--- config.mk ---
export PLATFORM = sky130hd
export DESIGN_NAME = vend_multi
export DESIGN_NICKNAME = d
export VERILOG_FILES = /design/src/rtl/vend_pkg.sv /design/src/rtl/vend_change_gen.sv /design/src/rtl/vend_multi.sv
export SDC_FILE = /design/constraint.sdc
export NUM_CORES = 1
export LEC_CHECK = 0
export ABC_AREA = 1
export CORE_UTILIZATION = 35
export DETAILED_ROUTE_END_ITERATION = 7
export GPL_ROUTABILITY_DRIVEN = 0
export PLACE_DENSITY = 0.58
export SLEW_MARGIN = 5
export SYNTH_ARGS = -nofsm -noshare
export SYNTH_HDL_FRONTEND = slang
export SYNTH_SLANG_ARGS = --single-unit
export TNS_END_PERCENT = 10
--- constraint.sdc ---
create_clock -name clk -period 2.15 [get_ports clk]
set_input_delay 0.215 -clock clk [delete_from_list [all_inputs] [get_ports clk]]
set_output_delay 0.215 -clock clk [all_outputs]
set_load 0.03 [all_outputs]
--- src/rtl/vend_pkg.sv ---
// Shared types and defaults for the multi-product vending controller.
// The coin encoding matches the coin-acceptor front end directly.
package vend_pkg;

  typedef enum logic [1:0] {
    NC   = 2'b00,
    Y05  = 2'b01,
    Y1   = 2'b10,
    YINV = 2'b11
  } coin_t;

  typedef enum logic [1:0] {
    S_IDLE    = 2'b00,
    S_COLLECT = 2'b01,
    S_VEND    = 2'b10,
    S_CHANGE  = 2'b11
  } state_t;

  localparam int DEF_N_PROD   = 4;
  localparam int DEF_CREDIT_W = 5;

  // Index 0 is the cheapest product; values are half-yuan units.
  localparam logic [DEF_N_PROD-1:0][DEF_CREDIT_W-1:0] DEF_PRICES =
    {5'd6, 5'd5, 5'd4, 5'd3};

  function automatic logic [1:0] coin_value(input coin_t c);
    logic [1:0] v;
    v = 2'd0;
    case (c)
      Y05:     v = 2'd1;
      Y1:      v = 2'd2;
      default: v = 2'd0;
    endcase
    return v;
  endfunction

endpackage

--- src/rtl/vend_change_gen.sv ---
// Change-step generator: for the remaining credit it picks the largest coin
// that fits, the remainder after ejecting it, and whether nothing is left.
module vend_change_gen
  import vend_pkg::*;
#(
  parameter int CREDIT_W = 5
) (
  input  logic [CREDIT_W-1:0] amount_i,
  output coin_t               coin_o,
  output logic [CREDIT_W-1:0] rest_o,
  output logic                done_o
);

  always_comb begin
    coin_o = NC;
    rest_o = amount_i;
    done_o = (amount_i == '0);
    if (amount_i >= CREDIT_W'(2)) begin
      coin_o = Y1;
      rest_o = amount_i - CREDIT_W'(2);
    end else if (amount_i == CREDIT_W'(1)) begin
      coin_o = Y05;
      rest_o = '0;
    end
  end

endmodule

--- src/rtl/vend_multi.sv ---
// Multi-product vending controller: credit register, product selection,
// single-coin change ejection and cancel/refund. All outputs are registered.
module vend_multi
  import vend_pkg::*;
#(
  parameter int N_PROD     = 4,
  parameter int CREDIT_W   = 5,
  parameter int CREDIT_MAX = 15,
  parameter int SEL_W      = (N_PROD > 1) ? $clog2(N_PROD) : 1,
  parameter logic [N_PROD-1:0][CREDIT_W-1:0] PRICES = DEF_PRICES
) (
  input  logic                clk,
  input  logic                rst,
  // Strobes (pulse, sel_valid, cancel) are single-cycle requests with no
  // back-pressure; every refused request is answered by a one-cycle reject.
  input  logic                pulse,
  input  logic [1:0]          coin,
  input  logic                sel_valid,
  input  logic [SEL_W-1:0]    sel_id,
  input  logic                cancel,
  output logic                sell,
  output logic [SEL_W-1:0]    sell_id,
  output logic                change,
  output logic [1:0]          change_coin,
  output logic                coin_reject,
  output logic                sel_reject,
  output logic [CREDIT_W-1:0] credit,
  output logic                busy,
  output state_t              dbg_state_o
);

  state_t              state_q, state_d;
  logic [CREDIT_W-1:0] credit_q, credit_d;
  logic                sell_q, sell_d;
  logic [SEL_W-1:0]    sell_id_q, sell_id_d;
  logic                change_q, change_d;
  logic [1:0]          change_coin_q, change_coin_d;
  logic                coin_rej_q, coin_rej_d;
  logic                sel_rej_q, sel_rej_d;
  logic                busy_q, busy_d;

  coin_t               coin_in;
  logic                coin_present;
  logic [CREDIT_W:0]   coin_sum;
  logic                sel_ok;
  logic [CREDIT_W-1:0] price;
  logic                sel_afford;

  coin_t               gen_coin;
  logic [CREDIT_W-1:0] gen_rest;
  logic                gen_done;

  assign coin_in      = coin_t'(coin);
  assign coin_present = pulse && (coin_in != NC);
  assign coin_sum     = {1'b0, credit_q} + (CREDIT_W+1)'(coin_value(coin_in));
  assign sel_ok       = (int'(sel_id) < N_PROD);
  assign price        = sel_ok ? PRICES[sel_id] : '0;
  assign sel_afford   = sel_ok && (credit_q >= price);

  // The generator always looks at the live credit, so the first change coin
  // can be issued on the same edge that enters CHANGE.
  vend_change_gen #(
    .CREDIT_W (CREDIT_W)
  ) u_change_gen (
    .amount_i (credit_q),
    .coin_o   (gen_coin),
    .rest_o   (gen_rest),
    .done_o   (gen_done)
  );

  always_comb begin
    state_d       = state_q;
    credit_d      = credit_q;
    sell_d        = 1'b0;
    sell_id_d     = sell_id_q;
    change_d      = 1'b0;
    change_coin_d = 2'b00;
    coin_rej_d    = 1'b0;
    sel_rej_d     = 1'b0;

    unique case (state_q)
      S_IDLE, S_COLLECT: begin
        if (cancel && (state_q == S_COLLECT)) begin
          state_d       = S_CHANGE;
          change_d      = 1'b1;
          change_coin_d = gen_coin;
          credit_d      = gen_rest;
          coin_rej_d    = coin_present;
        end else if (sel_valid && sel_afford) begin
          state_d    = S_VEND;
          credit_d   = credit_q - price;
          sell_d     = 1'b1;
          sell_id_d  = sel_id;
          coin_rej_d = coin_present;
        end else begin
          sel_rej_d = sel_valid;
          if (pulse) begin
            if (coin_in == YINV) begin
              coin_rej_d = 1'b1;
            end else if (coin_in != NC) begin
              if (coin_sum <= (CREDIT_W+1)'(CREDIT_MAX)) begin
                credit_d = coin_sum[CREDIT_W-1:0];
                state_d  = S_COLLECT;
              end else begin
                coin_rej_d = 1'b1;
              end
            end
          end
        end
      end

      S_VEND: begin
        coin_rej_d = coin_present;
        sel_rej_d  = sel_valid;
        if (gen_done) begin
          state_d = S_IDLE;
        end else begin
          state_d       = S_CHANGE;
          change_d      = 1'b1;
          change_coin_d = gen_coin;
          credit_d      = gen_rest;
        end
      end

      S_CHANGE: begin
        coin_rej_d = coin_present;
        sel_rej_d  = sel_valid;
        if (gen_done) begin
          state_d = S_IDLE;
        end else begin
          change_d      = 1'b1;
          change_coin_d = gen_coin;
          credit_d      = gen_rest;
        end
      end

      default: begin
        state_d  = S_IDLE;
        credit_d = '0;
      end
    endcase

    busy_d = (state_d == S_VEND) || (state_d == S_CHANGE);
  end

  always_ff @(posedge clk) begin
    if (rst) begin
      state_q       <= S_IDLE;
      credit_q      <= '0;
      sell_q        <= 1'b0;
      sell_id_q     <= '0;
      change_q      <= 1'b0;
      change_coin_q <= 2'b00;
      coin_rej_q    <= 1'b0;
      sel_rej_q     <= 1'b0;
      busy_q        <= 1'b0;
    end else begin
      state_q       <= state_d;
      credit_q      <= credit_d;
      sell_q        <= sell_d;
      sell_id_q     <= sell_id_d;
      change_q      <= change_d;
      change_coin_q <= change_coin_d;
      coin_rej_q    <= coin_rej_d;
      sel_rej_q     <= sel_rej_d;
      busy_q        <= busy_d;
    end
  end

  assign sell        = sell_q;
  assign sell_id     = sell_id_q;
  assign change      = change_q;
  assign change_coin = change_coin_q;
  assign coin_reject = coin_rej_q;
  assign sel_reject  = sel_rej_q;
  assign credit      = credit_q;
  assign busy        = busy_q;
  assign dbg_state_o = state_q;

endmodule

==> flow_summary_export.csv <==
group,metric,value,unit
drt,wire_per_inst,11.9,um
layout,stdcell_count,252,
grt,grt_pass1_wl,4.99,mm
sta,hold_viol,0,
logic_synthesis,synth_nets,181,
die,die_w,59.2,um
place,portBuffers,24,
logic_synthesis,yosysUniqueCellTypes,26,
sta,fin_crit_sh,0.921,
clock_tree,insertion_delay,0.30,ns
die,io_pins,25,
logic_synthesis,synthAdderAreaFrac,0.112,
logic_synthesis,syn-cell-area,0.00114,sq mm
clock_tree,clkTransAtPathRegs,0.11,ns
logic_synthesis,postSynthAreaPerCell,7.02,sq um
clock_tree,clockBufferDepth,2,
grt,grt_util_all_layers,0.190,
die,fp.dieArea,0.00350,sq mm
logic_synthesis,synthXorXnorAreaFrac,0.0306,
clock_tree,clockRootBuffer,"clkbuf_4",
critical_path,slowest_stage,"clkdlybuf4s50_1",
power,cellPowerDensity,1420,mW/mm^2
critical_path,worst_path_dominant_cell_family,"simple AND/OR/NAND/NOR gates",
layout,drive_above_1_share,0.236,
layout,antenna_cells,0,
power,p_total,2.33,mW
grt,antenna_found_initial,0,
critical_path,reg2reg_depth,13,
drt,routed_wl,2.99,mm
logic_synthesis,synthMuxAreaShare,0,
worst_hold_path,hold_end,"coin_reject",
critical_path,cp-end-kind,"flop",
critical_path,path_max_fanout,7,
sta,tightest_slew,0.426,ns
die,initial_core_util,0.372,
layout,final-seq-area,320,sq um
critical_path,r2r_slack,0.19,ns
place,pre_cts_ws,-0.291,ns
critical_path,worstReg2RegStart,"credit[1]",
worst_hold_path,min_path_type,"input pin to flop",
logic_synthesis,synth_compound_area_frac,0.113,
logic_synthesis,synth_edf_count,0,
grt,gr-total-overflow,0,
critical_path,worst-path-buf-inv,2,
die,die_y,59.2,um
clock_tree,cts_tree,"built",
worst_hold_path,hp-start,"coin[1]",
flow_run,drv_cap,0,
sta,timing.hold.ws,0.425,ns
logic_synthesis,synth-seq-area-share,0.280,
status,status,"finished, final reports clean",
drt,viasPerCell,4.77,
sta,setup_slack,0.169,ns
grt,grt_max_degree,11,
drt,drtIter0Drc,43,
sta,slew_headroom,0.716,
sta,period_needed,1.98,ns
layout,multi_input_area,751,sq um
drt,drc,0,
power,irDropWorstVdd,0.000466,V
sta,skew,0.0113,ns
sta,fin_tns_setup,0,ns
place,place_inst,244,
critical_path,crit_chain,"clkdlybuf4s50_1, inv_1, ha_4, ha_1, nand2_1, nor2_2, nor2_2, nand2_4, a21oi_4, nand2_4, nand2_4, nand2_1, nand2_1, nor2_1",
sta,setup_viol,0,
clock_tree,htree_levels,1,
logic_synthesis,synth_top_family_by_area,"simple AND/OR/NAND/NOR gates",
drt,dr.pass1.iters,4,
layout,final_area,0.00164,sq mm
place,placed_area,0.00153,sq mm
die,coreArea,0.00308,sq mm
drt,ant_nets,0,
clock_tree,hold_buffers,0,
critical_path,cp.required,2.35,ns
grt,grt_pass1_vias,1176,
layout,fillerInstances,310,
logic_synthesis,ys_warn_count,0,
place,hpwl,2.37,mm
critical_path,worstSetupPathType,"input pin to flop",
sta,rsz0062_at_grt,"false",
critical_path,cp.arrival,2.18,ns
layout,post-route-util,0.534,
die,num_rows,20,
logic_synthesis,ys.flop_type,"dfxtp_1",
power,power_leakage,0.795,nW
critical_path,regToRegEndpoint,"credit[3]",
critical_path,critPathMaxStageDelay,0.45,ns
critical_path,cp-start-kind,"input pin",
logic_synthesis,async_reset_ff_frac,0,
sta,finalMaxSlewViolations,0,
logic_synthesis,synthSimpleGateAreaFrac,0.361,
layout,fin_nets,227,
logic_synthesis,netlist_instances,163,
logic_synthesis,synth_seq_cells,16,
layout,area_growth,43.8,%
sta,max_freq,505,MHz
drt,vias,1201,
clock_tree,cts.sinks,16,
clock_tree,cts_made_buffers,3,
worst_hold_path,min_delay_path_depth,3,
synthesized netlist by cell type, types with 3 or more instances:
master / count / area [sq um]
a21oi_1: 7 / 35.0
dfxtp_1: 16 / 320
ha_1: 7 / 87.6
inv_1: 22 / 82.6
inv_2: 3 / 11.3
nand2_1: 35 / 131
nand2_4: 3 / 33.8
nand3_1: 16 / 80.1
nor2_1: 24 / 90.1
o21ai_0: 6 / 30.0
xor2_1: 4 / 35.0
registers in the layout, indices dropped and copies added, names as in the netlist:
signal       flops
dbg_state_o      2
sell             1
sell_id          2
busy             1
credit           5
change_coin      2
change           1
coin_reject      1
sel_reject       1
report_power, final:
group	internal, mW	switching (mW)
combinational	0.671	0.949
sequential	0.395	0.105
clock	0.103	0.106
kinds of logic after synthesis:
kind of cell	Yosys count
adders and majority gates	9
AOI/OAI and AO/OA	19
and+or+nand+nor	88
buffers and inverters	27
DFF	16
xor gates and xnor gates	4
layer usage:
metal | track usage | up-vias | routed length (um) | share of wire
met3 | 0.0306 | 4 | 186 | 0.062
met2 | 0.336 | 42 | 1480 | 0.49
met4 | 0.0612 | 0 | 39 | 0.013
met5 | 0 | - | 0 | 0
li1 | - | 609 | - | -
met1 | 0.235 | 546 | 1290 | 0.43
layout make-up:
cell class                      instances  share of cell area
Multi-Input combinational cell        120               0.457
Timing Repair Buffer                   43               0.236
Tap cell                               44              0.0335
Sequential cell                        16               0.195
Clock buffer                            4              0.0221
Inverter                               25              0.0571
cell usage in the layout, fill, tap and decap left out, types with 4 or more instances in the layout:
cell type | synthesis | layout
dfxtp_1 | 16 | 16
inv_2 | 3 | 4
buf_4 | 0 | 19
inv_1 | 22 | 21
xor2_1 | 4 | 4
nand3_1 | 16 | 15
nor2_1 | 24 | 21
nor2_2 | 1 | 4
nand2_1 | 35 | 35
ha_1 | 7 | 4
a21oi_1 | 7 | 6
clkdlybuf4s50_1 | 0 | 22
o21ai_0 | 6 | 5
worst min-delay path, delay by kind of cell:
family          cells  cell delay [ns]
compound gates      2             0.31
buf+inv             1             0.16
worst max path at each step:
| stage | startpoint | cells after the start | slack [ns] | end |
|---|---|---|---|---|
| after floorplan | credit[1] | 12 | 0.02 | credit[3] |
| after global placement | coin[0] | 17 | -0.26 | credit[3] |
| after detailed placement | coin[0] | 17 | -0.29 | credit[2] |
| after CTS | coin[0] | 17 | 0.04 | credit[2] |
| after global routing | sel_id[1] | 14 | 0.02 | credit[2] |
| final | sel_id[1] | 14 | 0.17 | credit[3] |
repair_timing:
item	CTS	global route
pin swaps	1	9
gates resized for setup	2	11
setup endpoints to repair	1	7
buffers inserted	0	4
Note: power is estimated with default switching activity, not from simulation.
